## config.mk

```make
export PLATFORM = sky130hd
export DESIGN_NAME = pipe_stage_reg
export DESIGN_NICKNAME = d
export VERILOG_FILES = /design/src/rtl/pipe_stage_reg.sv
export SDC_FILE = /design/constraint.sdc
export NUM_CORES = 1
export LEC_CHECK = 0
export ABC_AREA = 1
export BUFFER_PORTS_ARGS = -buffer_cell sky130_fd_sc_hd__buf_2
export CAP_MARGIN = 25
export CORE_UTILIZATION = 25
export CTS_CLUSTER_SIZE = 25
export DETAILED_ROUTE_END_ITERATION = 10
export PLACE_DENSITY = 0.51
export SLEW_MARGIN = 5
export SYNTH_ARGS = -nofsm -noshare
export SYNTH_HDL_FRONTEND = slang
export SYNTH_SLANG_ARGS = --single-unit
```

## constraint.sdc

```tcl
create_clock -name clk -period 1.7 [get_ports clk]
set_input_delay 0.17 -clock clk [delete_from_list [all_inputs] [get_ports clk]]
set_output_delay 0.17 -clock clk [all_outputs]
set_load 0.01 [all_outputs]
```

## src/rtl/pipe_stage_reg.sv

```systemverilog
// pipe_stage_reg: parametrised inter-stage pipeline register for the
// five-stage MIPS datapath. Carries instruction, PC, NUM_CH data channels
// and the hazard-unit Tnew count, with hold, bubble insertion, valid
// tracking, a saturating Tnew countdown and a saturating bubble counter.
// Edge priority: reset > flush > hold > load. All outputs are registered.
module pipe_stage_reg #(
    parameter int DATA_W           = 32,
    parameter int NUM_CH           = 3,
    parameter int TNEW_W           = 2,
    parameter int CNT_W            = 16,
    parameter int KEEP_PC_ON_FLUSH = 1
) (
    input  logic                     clk,
    input  logic                     reset,
    input  logic                     stall_i,
    input  logic                     flush_i,
    input  logic                     valid_i,
    input  logic [31:0]              instr_i,
    input  logic [31:0]              pc_i,
    input  logic [NUM_CH*DATA_W-1:0] data_i,
    input  logic [TNEW_W-1:0]        tnew_i,
    output logic                     valid_o,
    output logic [31:0]              instr_o,
    output logic [31:0]              pc_o,
    output logic [NUM_CH*DATA_W-1:0] data_o,
    output logic [TNEW_W-1:0]        tnew_o,
    output logic                     hold_o,
    output logic [CNT_W-1:0]         bubble_cnt_o
);

    localparam int DW = NUM_CH * DATA_W;

    logic              r_valid;
    logic [31:0]       r_instr;
    logic [31:0]       r_pc;
    logic [DW-1:0]     r_data;
    logic [TNEW_W-1:0] r_tnew;
    logic              r_hold;
    logic [CNT_W-1:0]  r_cnt;

    logic              w_bubble;
    logic [31:0]       w_bubble_pc;
    logic [TNEW_W-1:0] w_tnew_dec;
    logic [CNT_W-1:0]  w_cnt_next;

    // A non-valid load is indistinguishable from a flush; a stall only
    // blocks the load path, never an explicit flush.
    always_comb begin
        w_bubble    = flush_i | (~stall_i & ~valid_i);
        w_bubble_pc = (KEEP_PC_ON_FLUSH != 0) ? pc_i : 32'd0;
        w_tnew_dec  = (tnew_i == '0) ? '0 : tnew_i - TNEW_W'(1);
        w_cnt_next  = (r_cnt == '1) ? r_cnt : r_cnt + CNT_W'(1);
    end

    // Stage register update: reset, bubble, hold or load.
    always_ff @(posedge clk) begin
        if (reset) begin
            r_valid <= 1'b0;
            r_instr <= '0;
            r_pc    <= '0;
            r_data  <= '0;
            r_tnew  <= '0;
            r_hold  <= 1'b0;
            r_cnt   <= '0;
        end else if (w_bubble) begin
            r_valid <= 1'b0;
            r_instr <= '0;
            r_pc    <= w_bubble_pc;
            r_data  <= '0;
            r_tnew  <= '0;
            r_hold  <= 1'b0;
            r_cnt   <= w_cnt_next;
        end else if (stall_i) begin
            r_hold  <= 1'b1;
        end else begin
            r_valid <= 1'b1;
            r_instr <= instr_i;
            r_pc    <= pc_i;
            r_data  <= data_i;
            r_tnew  <= w_tnew_dec;
            r_hold  <= 1'b0;
        end
    end

    assign valid_o      = r_valid;
    assign instr_o      = r_instr;
    assign pc_o         = r_pc;
    assign data_o       = r_data;
    assign tnew_o       = r_tnew;
    assign hold_o       = r_hold;
    assign bubble_cnt_o = r_cnt;

endmodule

```

==> out/metrics.yaml <==
status: "finished, final reports clean"
yosys_warnings: 0
synthTopCellsByCount: "nand2_1, dfxtp_1, nor2_1"
layout.filler_cells: 2804
ys_seq_area_share_pct: 51.85
globalRoute.totalOverflow: 0
max_cap_violations: 0
rsz0062_at_grt: "false"
io_buffer_count: 346
highest_clock_rate_mhz: 675.9
num_antenna_cells: 0
instances_no_fill: 1715
drt_iter0_markers: 332
finalWorstPathRequiredPeriod_ns: 1.480
worstSetupEndpointType: "flop"
vdd_drop_max_v: 0.0004583
synth_async_sr_flop_share_pct: 0
setup_viol: 0
tritoncts_num_sinks: 180
grt_pass1_vias: 7037
detailed_place_hpwl_mm: 15.16
die_h_um: 168.7
synth_ff_type: "dfxtp_1"
initial_core_util_pct: 25.64
finalHoldViolations: 0
drc_violations: 0
track_usage_pct: 15.93
ioPinCount: 347
avgRoutedWirePerCell_um: 13.68
critical_path.max_fanout: 5
post_synth_num_cell_types: 25
num-nets-final: 1498
clock_root_buffer: "clkbuf_16"
finalWorstSetupSlack_ns: 0.2204
grt_pass1_wl_mm: 35.95
syn_to_layout_area_delta_pct: 58.97
layout.cell_area.non_filler_um2: 11050
dr.pass1.iters: 5
tritoncts: "done"
row_count: 60
power_mw: 9.565
grt_antenna_before_repair: 0
clk_transition_reported_paths_ns: 0.08
placement.setup.worst_slack_ns: 0.1022
cts.path.max_buffers: 2
timing_worst_setup_path_type: "reg -> reg"
startpoint_type: "flop"
postPlaceCellArea_um2: 9027
cp_data_arrival_time_ns: 1.80
mappedNetlistNets: 1028
timing.final.max_slew_violations: 0
die_width_um: 168.7
route.vias.total: 7235
postLayoutCoreUtil_pct: 40.76
worstHoldPathType: "in -> reg"
netlist_area_um2: 6949
tightest_slew_ns: 0.5783
cts-buffers-inserted: 17
drt-vias-per-instance: 4.219
cts_setup_buffers: 0
slew-limit-headroom_pct: 61.39
finalClockSkew_ns: 0.01409
pwrdens_nw_per_um2: 865.9
p_leak_nw: 5.015
antenna_left: 0
largest_net_degree_at_the_start_of_global_routing: 88
gpl.final_weighted_congestion: 0.7815
cts.htree.levels: 4
placedCellCount: 1539
yosys-top-cells-area: "dfxtp_1, nand2_1, a21oi_2"
synth_enable_flop_cells: 0
clkLatencyLatePin_ns: 0.42
synth.ff_latch_count: 180
fp.dieArea_um2: 28470
yosysMostFrequentCell: "nand2_1"
syn_area_per_cell_um2: 8.080
layout-drive-gt1-share_pct: 36.34
fin_crit_sh_pct: 87.03
wl_mm: 23.45
timing.critical_path.required_ns: 2.02
synth_largest_area_cell: "dfxtp_1"
proportion_of_netlist_area_held_by_the_largest_area_contributor_pct: 51.85
postSynthCellCount: 860
hold_slack_ns: 0.03113
fp.coreArea_um2: 27100
final.setup.tns_ns: 0
## flip-flops by register name, indices dropped and copies added (netlist names)
name / count
bubble_cnt_o: 16
data_o: 96
hold_o: 1
instr_o: 32
pc_o: 32
tnew_o: 2
valid_o: 1
## repair_timing
item,CTS,global route
gates resized for setup,0,2
hold buffers,141,2
setup endpoints to repair,0,13
endpoints found under the hold margin,141,2
## path summary, 6_finish.rpt
kind	startpoint	endpoint	slack (ns)	depth (start not counted)
max	bubble_cnt_o[0]	bubble_cnt_o[2]	0.22	8
max reg2reg	bubble_cnt_o[0]	bubble_cnt_o[2]	0.22	8
min reg2reg	instr_o[4]	instr_o[4]	0.45	2
min	data_i[53]	data_o[53]	0.03	3
## critical path, cell delays in order, from the launching register on
cell and delay, ns:
dfxtp_1 0.39, ha_1 0.20, nand2_1 0.11, nor2_4 0.18, nand2_1 0.13, o21ai_1 0.20, nand2_1 0.07, nand2_1 0.06
nor2_1 0.05
## layer usage
| metal | wire length [um] | track usage [%] |
|---|---|---|
| met1 | 10190 | 18.92 |
| met2 | 11030 | 27.11 |
| met3 | 1901 | 5.261 |
| met4 | 335 | 4.822 |
| met5 | 0 | 0 |
## cells by family (layout without fill, tap and decap cells)
logic type | after synthesis | count (layout) | share of synthesized area, %
compound gates | 178 | 178 | 17.21
fa+ha+maj | 1 | 1 | 0.1800
buf+inv | 67 | 549 | 5.672
flops | 180 | 180 | 51.85
simple gates | 434 | 435 | 25.08
## layout make-up
type                            instances  area, um^2  share of cell area [%]
Tap cell                              372       465.4                   4.213
Inverter                               11       43.79                  0.3964
Sequential cell                       180        3603                   32.62
Clock buffer                           19       432.9                   3.919
Multi-Input combinational cell        614        2987                   27.04
Clock inverter                         13       133.9                   1.212
Timing Repair Buffer                  506        3381                   30.60
## power by group
part / switching [mW] / total [mW] / internal [mW] / leakage [nW]
sequential: 0.0732 / 4.43 / 4.36 / 1.47
combinational: 0.633 / 1.25 / 0.617 / 3.27
clock: 1.92 / 3.88 / 1.96 / 0.279
total: 2.63 / 9.57 / 6.94 / 5.02
## cells in the final DEF (no fill, tap or decap), drive strengths merged
| cell | Yosys | layout |
|---|---|---|
| buf | 47 | 363 |
| nand2 | 299 | 299 |
| dfxtp | 180 | 180 |
| dlygate4sd3 | 0 | 143 |
| a21oi | 143 | 143 |
| nor2 | 114 | 114 |
| o21ai | 33 | 33 |
| clkbuf | 9 | 19 |
| nand3 | 18 | 18 |
| inv | 11 | 18 |
| clkinv | 0 | 6 |
| nand4 | 2 | 3 |
| o31ai | 1 | 1 |
| o21bai | 1 | 1 |
| or2 | 1 | 1 |
| ha | 1 | 1 |
Note: power is estimated with default switching activity, not from simulation.
